--- src/rtl/st7701_rgb_timing.sv ---
// Purpose: RGB565 parallel video timing (PCLK/HSYNC/VSYNC/DE/data) for the ST7701 480x480 panel.
// Latency: sync/DE/data registered on the tick (PCLK falling edge), valid 1 clk later; pix_ready/frame_start combinational in the tick cycle.
// Backpressure: none accepted; the panel cannot stall, so a missing pixel is blanked and flagged in the sticky underflow bit.
//
// Ports:
//   clk, rst          system clock, asynchronous active-high reset
//   enable            run request (sampled every clk in IDLE, only on ticks otherwise)
//   pix_data/valid    RGB565 pixel source; pix_ready pulses for one clk when a pixel is taken
//   frame_start       one-clk pulse on the tick of position (0,0)
//   underflow(_clr)   sticky missing-pixel flag and its clear (set wins)
//   lcd_*             panel pins: pclk, active-low hsync/vsync, active-high de, 16-bit data
module st7701_rgb_timing #(
    parameter int H_ACTIVE = 480,
    parameter int H_SYNC   = 8,
    parameter int H_BP     = 50,
    parameter int H_FP     = 10,
    parameter int V_ACTIVE = 480,
    parameter int V_SYNC   = 2,
    parameter int V_BP     = 10,
    parameter int V_FP     = 8,
    parameter int PCLK_DIV = 4
) (
    input  logic        clk,
    input  logic        rst,
    input  logic        enable,
    input  logic [15:0] pix_data,
    input  logic        pix_valid,
    output logic        pix_ready,
    output logic        frame_start,
    output logic        underflow,
    input  logic        underflow_clr,
    output logic        lcd_pclk,
    output logic        lcd_hsync,
    output logic        lcd_vsync,
    output logic        lcd_de,
    output logic [15:0] lcd_data
);

    localparam int H_TOTAL = H_SYNC + H_BP + H_ACTIVE + H_FP;
    localparam int V_TOTAL = V_SYNC + V_BP + V_ACTIVE + V_FP;

    // One extra bit of headroom so the active-region upper bound fits even with a zero porch.
    localparam int HW = $clog2(H_TOTAL + 1);
    localparam int VW = $clog2(V_TOTAL + 1);
    localparam int DW = $clog2(PCLK_DIV);

    localparam logic [DW-1:0] D_LAST = DW'(PCLK_DIV - 1);
    localparam logic [DW-1:0] D_HALF = DW'(PCLK_DIV / 2);

    localparam logic [HW-1:0] H_LAST     = HW'(H_TOTAL - 1);
    localparam logic [HW-1:0] H_SYNC_END = HW'(H_SYNC);
    localparam logic [HW-1:0] H_ACT_LO   = HW'(H_SYNC + H_BP);
    localparam logic [HW-1:0] H_ACT_HI   = HW'(H_SYNC + H_BP + H_ACTIVE);

    localparam logic [VW-1:0] V_LAST     = VW'(V_TOTAL - 1);
    localparam logic [VW-1:0] V_SYNC_END = VW'(V_SYNC);
    localparam logic [VW-1:0] V_ACT_LO   = VW'(V_SYNC + V_BP);
    localparam logic [VW-1:0] V_ACT_HI   = VW'(V_SYNC + V_BP + V_ACTIVE);

    typedef enum logic [1:0] {
        ST_IDLE  = 2'd0,
        ST_RUN   = 2'd1,
        ST_DRAIN = 2'd2
    } state_t;

    state_t        state, state_nxt;
    logic [DW-1:0] d, d_nxt;
    logic [HW-1:0] h;
    logic [VW-1:0] v;
    logic          running;
    logic          tick;
    logic          h_last, v_last, frame_end;
    logic          active_h, active_v, active;

    assign running   = (state != ST_IDLE);
    // Tick is the cycle in which d wraps, i.e. the PCLK falling edge.
    assign tick      = running && (d == D_LAST);
    assign h_last    = (h == H_LAST);
    assign v_last    = (v == V_LAST);
    assign frame_end = h_last && v_last;
    assign active_h  = (h >= H_ACT_LO) && (h < H_ACT_HI);
    assign active_v  = (v >= V_ACT_LO) && (v < V_ACT_HI);
    assign active    = active_h && active_v;

    // ---------------- FSM: state register ----------------
    always_ff @(posedge clk or posedge rst) begin
        if (rst) begin
            state <= ST_IDLE;
        end else begin
            state <= state_nxt;
        end
    end

    // ---------------- FSM: next state ----------------
    // DRAIN keeps the counters running so a frame is never cut short;
    // re-raising enable there rejoins RUN on the same timeline.
    always_comb begin
        state_nxt = state;
        case (state)
            ST_IDLE: begin
                if (enable) state_nxt = ST_RUN;
            end
            ST_RUN: begin
                if (tick && !enable) state_nxt = frame_end ? ST_IDLE : ST_DRAIN;
            end
            ST_DRAIN: begin
                if (tick) begin
                    if (enable)         state_nxt = ST_RUN;
                    else if (frame_end) state_nxt = ST_IDLE;
                end
            end
            default: state_nxt = ST_IDLE;
        endcase
    end

    // ---------------- FSM: combinational outputs ----------------
    always_comb begin
        pix_ready   = tick && active;
        frame_start = tick && (state == ST_RUN) && (h == '0) && (v == '0);
    end

    // ---------------- pixel clock divider ----------------
    always_comb begin
        if (!running || (d == D_LAST)) d_nxt = '0;
        else                           d_nxt = d + DW'(1);
    end

    // lcd_pclk is registered from the next divider value so the pin never glitches.
    always_ff @(posedge clk or posedge rst) begin
        if (rst) begin
            d        <= '0;
            lcd_pclk <= 1'b0;
        end else begin
            d        <= d_nxt;
            lcd_pclk <= (d_nxt >= D_HALF);
        end
    end

    // ---------------- raster position ----------------
    always_ff @(posedge clk or posedge rst) begin
        if (rst) begin
            h <= '0;
            v <= '0;
        end else if (!running) begin
            h <= '0;
            v <= '0;
        end else if (tick) begin
            if (h_last) begin
                h <= '0;
                v <= v_last ? '0 : v + VW'(1);
            end else begin
                h <= h + HW'(1);
            end
        end
    end

    // ---------------- panel outputs ----------------
    // Registered on the tick for the current position; a missing pixel is sent as black.
    always_ff @(posedge clk or posedge rst) begin
        if (rst) begin
            lcd_hsync <= 1'b1;
            lcd_vsync <= 1'b1;
            lcd_de    <= 1'b0;
            lcd_data  <= 16'h0000;
        end else if (tick) begin
            lcd_hsync <= (h >= H_SYNC_END);
            lcd_vsync <= (v >= V_SYNC_END);
            lcd_de    <= active;
            lcd_data  <= (active && pix_valid) ? pix_data : 16'h0000;
        end else if (!running) begin
            lcd_hsync <= 1'b1;
            lcd_vsync <= 1'b1;
            lcd_de    <= 1'b0;
            lcd_data  <= 16'h0000;
        end
    end

    // ---------------- underflow flag ----------------
    always_ff @(posedge clk or posedge rst) begin
        if (rst) begin
            underflow <= 1'b0;
        end else if (pix_ready && !pix_valid) begin
            underflow <= 1'b1;
        end else if (underflow_clr) begin
            underflow <= 1'b0;
        end
    end

endmodule

--- config.mk ---
export PLATFORM = sky130hd
export DESIGN_NAME = st7701_rgb_timing
export DESIGN_NICKNAME = d
export VERILOG_FILES = /design/src/rtl/st7701_rgb_timing.sv
export SDC_FILE = /design/constraint.sdc
export NUM_CORES = 1
export LEC_CHECK = 0
export ABC_CLOCK_PERIOD_IN_PS = 5200
export BUFFER_PORTS_ARGS = -buffer_cell sky130_fd_sc_hd__buf_2
export CAP_MARGIN = 0
export CORE_MARGIN = 2
export CORE_UTILIZATION = 44
export CTS_BUF_LIST = sky130_fd_sc_hd__clkbuf_4
export CTS_CLUSTER_SIZE = 40
export DETAILED_ROUTE_END_ITERATION = 16
export PLACE_DENSITY = 0.66
export SYNTH_ARGS = -nofsm -noshare
export SYNTH_HDL_FRONTEND = slang
export SYNTH_SLANG_ARGS = --single-unit
--- constraint.sdc ---
create_clock -name clk -period 5.2 [get_ports clk]
set_input_delay 0 -clock clk [delete_from_list [all_inputs] [get_ports clk]]
set_output_delay 0 -clock clk [all_outputs]
set_load 0.02 [all_outputs]
# Yosys cells after proc, flatten, opt, wreduce, memory -nomap -nowiden
# Cells that the tools add are included.
[totals]
out_inout_bits = 23
inputBits = 21
n_memories = 0
rom_bits = 0
latch_bits = 0
register_bits = 44
word_cells = 79
ramBits = 0
[op_classes]
shifts = 0
reduce_logical = 23
n_mul = 0
n_addsub = 3
n_div = 0
n_mux = 25
n_eq_ne = 11
n_bitwise = 0
order_cmp = 7
[op_table]
columns = ["cell", "count"]
rows = [
  ["16-bit 2-to-1 mux", 3],
  ["9-bit 2-to-1 mux", 4],
  ["10-bit 2-to-1 mux", 3],
  ["2-bit 2-to-1 mux", 7],
  ["1-bit logical AND", 12],
  ["10-bit by 1-bit adder with 10-bit output, second input constant", 1],
  ["10-bit == test, second input constant", 1],
  ["10-bit by 4-bit >= comparator with 1-bit output, second input constant", 1],
  ["10-bit by 6-bit >= comparator with 1-bit output, second input constant", 1],
  ["10-bit zero test", 1],
  ["10-bit < comparator, second input constant", 1],
  ["9-bit by 1-bit adder with 9-bit output, second input constant", 1],
  ["9-bit == test, second input constant", 1],
  ["9-bit by 2-bit >= comparator with 1-bit output, second input constant", 1],
  ["9-bit by 4-bit >= comparator with 1-bit output, second input constant", 1],
  ["9-bit zero test", 1],
  ["9-bit < comparator, second input constant", 1],
  ["1-bit 2-to-1 mux", 7],
  ["2-bit != test, second input constant", 3],
  ["2-bit case mux with 3 select lines", 1],
  ["2-bit == test, second input constant", 2],
  ["2-bit by 1-bit != test with 1-bit output, second input constant", 2],
  ["4-bit AND reduction", 1],
  ["2-bit nonzero test", 2],
  ["other kinds (8)", 10],
]

# Depth between registers and ports, before layout
# Gate-level depths: netlist of the first run.
[depth]
ltp_word = 6
ltp_mapped = 7
mapped_depth_nobuf = 5

# Worst setup path after synthesis of the first run
# Ideal clock, no wire load.
[synth_timing]
path_kind = "register -> output"
start = "reg v[5]"
end = "out frame_start"
slack_ns = 3.372
stages_incl_launch_ff = 4
t_required_ns = 5.200
arrival_time_ns = 1.828
path_cell_list = "dfrtp_1 > nor4_1 > or4b_2 > nor3_1"
[synth_between]
elab_chain_len = 2
[synth_lines]
columns = ["item", "line_no", "text"]
rows = [
  ["start: declaration", "69", "logic [VW-1:0] v;"],
  ["start signal: assignment", "150", "v <= v_last ? '0 : v + VW'(1);"],
  ["9-bit zero test", "119", "frame_start = tick && (state == ST_RUN) && (h == '0) && (v == '0);"],
  ["1-bit logical AND", "119", ""],
  ["end: declaration", "29", "output logic frame_start,"],
]
# No other way between the ends.

# Worst setup path after layout of the first run
[layout_timing]
start = "reg d[0]"
end = "out pix_ready"
[layout_between]
elab_chain_len = 3
[layout_lines]
columns = ["item", "line_no", "text"]
rows = [
  ["start: declaration", "67", "logic [DW-1:0] d, d_nxt;"],
  ["start signal: assignment", "134", "d <= d_nxt;"],
  ["2-bit == test", "77", "assign tick = running && (d == D_LAST);"],
  ["1-bit logical AND", "77", ""],
  ["1-bit logical AND", "118", "pix_ready = tick && active;"],
  ["end: declaration", "28", "output logic pix_ready,"],
]
# No other way between the ends.

==> flow_metrics.tcl, run 1 <==
set metrics [dict create \
    diodes 0 \
    viasPerCell 5.39 \
    crit-reg2reg-launch "h[1]" \
    synth_xor_area_frac 0.0227 \
    ys_warn_count 0 \
    gp_congestion 0.862 \
    crit_chain "ha_1 -> o21ai_0 -> or3_1 -> nor2_1 -> buf_2" \
    worst_hold_slack_ps 30.5 \
    seq_area_frac_synth 0.476 \
    ant_nets 0 \
    grt_use_total 0.207 \
    avgSynthCellArea_um2 9.31 \
    coreArea_um2 5110 \
    fp-row-count 26 \
    crit_type "flop to output pin" \
    cap_violations 0 \
    rsz0062_at_grt "no" \
    syn_inst 249 \
    synthTopCellsByArea "dfrtp_1, nand2_1, o31ai_1, ha_1, a21oi_1" \
    clk_latency_ps 370 \
    port-buffer-count 43 \
    grt_antenna_before_repair 0 \
    critical_path.top_delay_family "simple AND/OR/NAND/NOR gates" \
    die_h_um 76.6 \
    ff_latch_area_um2 1100 \
    period_needed_ps 2430 \
    grt_pass1_wl_um 9820 \
    slew-limit-headroom 0.497 \
    cts_buffer_depth 2 \
    placed_area_um2 2530 \
    crit_start "d[0]" \
    drive_gt1_frac 0.198 \
    peakVddDrop_mv 0.128 \
    worst-path-buf-inv 1 \
    drt_iter0_markers 189 \
    fin_setup_tns_ps 0 \
    multi_input_area_um2 1070 \
    first_global_vias 2107 \
    nNetsFinal 344 \
    min_period_over_period 0.468 \
    fin_skew_ps 15.4 \
    p_per_area_nw_per_um2 308 \
    chipWidth_um 76.6 \
    cts_setup_buffers 0 \
    yosys.area_share.simple 0.227 \
    p_leak_nw 1.28 \
    area_growth_pct 27.1 \
    via_count 2093 \
    clock.fmax_mhz 411 \
    synth_ff_type "dfrtp_1" \
    crit_slowest_cell "or3_1" \
    grt_max_degree 45 \
    hold_violations 0 \
    initial_core_util 0.454 \
    cp_max_fo 19 \
    synth_seq_cells 44 \
    grt-ovfl-total 0 \
    drt_pass1_iterations 4 \
    synthAdderAreaFrac 0.0324 \
    crit_path_start_kind "flop" \
    synth_top_family_by_area "simple AND/OR/NAND/NOR gates" \
    dp_hpwl_um 3340 \
    h-tree-depth 2 \
    synth_top_cell_area_share 0.454 \
    postLayoutCoreUtil 0.576 \
    route.detailed.drc 0 \
    cts_buffers 5 \
    cts_tree "yes" \
    slowest_delay_ps 710 \
    status "finished, final reports clean" \
    cts_sinks 44 \
    async_flop_share 1.00 \
    cts_root_buf "clkbuf_4" \
    routedWlPerCell_um 14.3 \
    design_area_um2 2940 \
    synth_compound_area_frac 0.175 \
    dieArea_um2 5860 \
    nFillCells 460 \
    drt_wl_total_um 5570 \
    synthesis.area_um2 2320 \
    required_ps 5200 \
    synthesis.nets 276 \
    hold_path_startpoint "pix_valid" \
    io_pins 44 \
    synth_edf_count 0 \
    yosysTopAreaCell "dfrtp_1" \
    cp.arrival_ps 2430 \
    p_total_mw 0.907 \
    worst_pin_slew_ps 744 \
    report.final.slew_viol_count 0 \
    cp-end-kind "output pin" \
    synth_mux_area_frac 0.00486 \
    finalSetupViolCount 0 \
    synth_cell_types 46 \
    hold_path.class "input port to flop" \
    clk_pin_slew_ps 140 \
]
-- metal layers --
layer	vias to the layer above	track usage	wire [µm]
met5	-	0	0
met4	0	0.0382	53
met3	6	0.0450	254
met2	60	0.335	2690
met1	1001	0.289	2570
li1	1026	-	-
-- Yosys cell counts (2+ instances only) --
cell,number
inv_1,11
a31oi_1,4
o21ai_0,13
buf_2,4
and3_1,2
and2_1,2
nand4_1,6
and4_1,3
nor3_1,6
or3_1,5
a41oi_1,2
ha_1,6
clkbuf_2,2
dfstp_2,2
nor2_1,13
dfrtp_1,42
clkbuf_1,6
xnor2_1,3
o31ai_1,19
nand3_1,11
or4_1,2
a21oi_1,14
o21bai_1,2
buf_6,3
nand2_1,42
nor2b_1,2
xor2_1,3
-- stage by stage --
stage / instances / setup slack [ps]
6_report: 388 / 2770
4_1_cts: 388 / 2760
2_1_floorplan: 249 / 3370
5_1_grt: 388 / 2550
3_5_place_dp: 347 / 2970
3_3_place_gp: 347 / 3040
-- worst min-delay path: stages --
cell     delay [ps]
buf_2           200
nand2_1         100
o31ai_1          60
-- state kept, by name, summed over array words and instances, names as in the netlist --
signal and cells:
d 2, v 9, lcd_data 16, lcd_de 1, state 2, lcd_hsync 1, lcd_vsync 1, h 10
underflow 1, lcd_pclk 1
-- final timing paths --
| path | end | slack, ps | cells after the start |
|---|---|---|---|
| worst min-delay path | lcd_data[5] | 30 | 3 |
| worst min register to register | d[0] | 470 | 1 |
| min in group asynchronous | v[4] | 280 | 4 |
| max in group asynchronous | lcd_hsync | 4540 | 4 |
| worst max-delay path | pix_ready | 2770 | 5 |
| worst max register to register | v[8] | 2950 | 5 |
-- report_power, final --
part           leakage (nW)  internal (mW)  switching, mW
sequential            0.598          0.378         0.0337
clock                0.0477          0.106          0.129
combinational         0.637         0.0930          0.166
total                  1.28          0.578          0.329
-- layout by cell type, fill, tap and decap left out, drive strengths merged, types with 2 or more instances in the layout --
| cell | n |
|---|---|
| a21oi | 14 |
| a31oi | 4 |
| a41oi | 2 |
| and2 | 2 |
| and3 | 2 |
| and4 | 3 |
| buf | 44 |
| clkbuf | 5 |
| dfrtp | 42 |
| dfstp | 2 |
| dlygate4sd3 | 33 |
| ha | 6 |
| inv | 12 |
| nand2 | 42 |
| nand3 | 11 |
| nand4 | 6 |
| nor2 | 13 |
| nor2b | 2 |
| nor3 | 7 |
| o21ai | 14 |
| o21bai | 2 |
| o31ai | 19 |
| or3 | 5 |
| or4 | 2 |
| xnor2 | 3 |
| xor2 | 3 |
-- cell families after synthesis --
kind of cell    after synthesis
simple gates                103
buf+inv                      27
flops                        44
mux                           1
xor+xnor                      6
fa+ha+maj                     6
compound gates               62
-- what timing repair did --
action | CTS | global route
gates resized for setup | 0 | 0
endpoints found under the hold margin | 61 | 0
hold buffers | 33 | 0
-- layout make-up --
cell class,count,area share
clock buffer,5,0.0127
tap,70,0.0297
timing repair buffer,77,0.188
clock inverter,3,0.0170
sequential,44,0.375
inverter,11,0.0140
multi-input combinational,178,0.364
Power figures use the tool's default switching activity.
==> run 2, diff against run 1 <==
- ABC_CLOCK_PERIOD_IN_PS: 5200 -> 2550
- clock period: 5.2 -> 2.55 ns (I/O delays scaled with it)
==> run 2 against run 1 <==
Die area unchanged. Power up 99%. Clock-buffer cell count unchanged. Sequential power up 100%. Critical path type unchanged. Largest cell class unchanged. Global-route usage down 0.94 points.
==> flow_metrics.tcl, run 2 (synthesis results as in run 1) <==
set metrics [dict create \
    crit_type "flop to output pin" \
    nFillCells 467 \
    worst_pin_slew_ps 1060 \
    worst_hold_slack_ps 280 \
    slew-limit-headroom 0.290 \
    initial_core_util 0.454 \
    cap_violations 0 \
    design_area_um2 2830 \
    dp_hpwl_um 3560 \
    fin_skew_ps 14.2 \
    h-tree-depth 2 \
    area_growth_pct 22.1 \
    p_sw_frac 0.355 \
    drt_pass1_iterations 4 \
    crit_path_start_kind "flop" \
    die_h_um 76.6 \
    ant_nets 0 \
    final_common_cell "buf_2" \
    viasPerCell 5.33 \
    grt_antenna_before_repair 0 \
    cts_root_buf "clkbuf_4" \
    hold_path.class "input port to asynchronous set/reset pin" \
    routedWlPerCell_um 14.2 \
    peakVddDrop_mv 0.278 \
    drt_wl_total_um 5350 \
    first_global_vias 1989 \
    chipWidth_um 76.6 \
    postLayoutCoreUtil 0.554 \
    grt_use_total 0.197 \
    top_register "lcd_data" \
    cp-end-kind "output pin" \
    via_count 2014 \
    p_total_mw 1.80 \
    route.detailed.drc 0 \
    hold_violations 0 \
    cts_sinks 44 \
    report.final.slew_viol_count 0 \
    cts_buffer_depth 2 \
    layout_setup_ws_ps 148 \
    fp-row-count 26 \
    layout.cells.non_filler 378 \
    nNetsFinal 334 \
    cts_buffers 5 \
    p_comb_frac 0.291 \
    placed_area_um2 2550 \
    cts_tree "yes" \
    top_regs "lcd_data (16), h (10), v (9)" \
    power.switching_mw 0.640 \
    cp.arrival_ps 2400 \
    post-place-ws_ps 399 \
    pwr-share-seq 0.461 \
    p_leak_nw 1.26 \
    fin_setup_tns_ps 0 \
    gp_congestion 0.885 \
    finalSetupViolCount 0 \
    min_period_over_period 0.942 \
    grt_pass1_wl_um 9460 \
    drive_gt1_frac 0.218 \
    largest_register_ffs 16 \
    clkPwrFrac 0.248 \
    crit-reg2reg-launch "h[1]" \
    clock.fmax_mhz 416 \
    final_cell_mix "buf_2, nand2_1, dfrtp_1" \
    clk_pin_slew_ps 140 \
    drt_iter0_markers 111 \
    status "finished, final reports clean" \
    crit_start "d[0]" \
    coreArea_um2 5110 \
    place_inst 350 \
    diodes 0 \
    clk_latency_ps 370 \
    port-buffer-count 43 \
    period_needed_ps 2400 \
    dieArea_um2 5860 \
    grt-ovfl-total 0 \
    internal_power_mw 1.16 \
    io_pins 44 \
    grt_max_degree 31 \
    required_ps 2550 \
    p_per_area_nw_per_um2 637 \
    cp_max_fo 19 \
]
-- run 2: cell count changes in the layout (fill, tap and decap cells not counted) --
cell and change:
clkinv_2 +1, inv_6 -1, buf_4 +3, dlygate4sd3_1 -13
or3_2 +1, clkinvlp_4 +1, inv_8 -1, or3_1 -1
-- run 2: cell type report --
cell class	count	area, µm²	share of cell area
tap	70	87.6	0.0309
multi-input combinational	178	1070	0.379
sequential	44	1100	0.390
timing repair buffer	67	445	0.157
clock buffer	5	37.5	0.0133
inverter	11	41.3	0.0146
clock inverter	3	42.5	0.0150
-- run 2: critical path: stages, from the launching register on --
cell and delay (ps):
dfrtp_1 380, ha_1 340, o21ai_0 250, or3_2 710, nor2_1 170, buf_2 180
-- run 2: power by group through the flow --
stage | combinational (mW) | clock [mW] | sequential, mW
6_report | 0.525 | 0.448 | 0.830
4_1_cts | 0.530 | 0.455 | 0.830
5_1_grt | 0.602 | 0.492 | 0.842
3_5_place_dp | 0.507 | 0 | 0.844
2_1_floorplan | 0.369 | 0 | 0.841
3_3_place_gp | 0.505 | 0 | 0.842
-- run 2: worst paths after layout --
path                        endpoint  slack (ps)  cells after the start
setup / recovery           pix_ready         150                      5
hold / removal                  d[0]         280                      3
setup reg to reg                v[2]         360                      6
hold reg to reg                 d[0]         440                      1
max in group asynchronous  lcd_hsync        1520                      4
min in group clk           underflow         350                      3
-- run 2: metal layers --
layer	wire, µm	vias to the layer above	track usage	share of wire
li1	-	1002	-	-
met1	2600	934	0.276	0.49
met2	2350	71	0.306	0.44
met3	343	7	0.0509	0.064
met4	61	0	0.0509	0.011
met5	0	-	0	0
-- run 2: repair_timing --
item	in CTS	in global routing
setup buffers	0	0
resized for setup	0	1
hold endpoints to repair	48	1
hold buffers	19	1
setup endpoints to repair	0	1
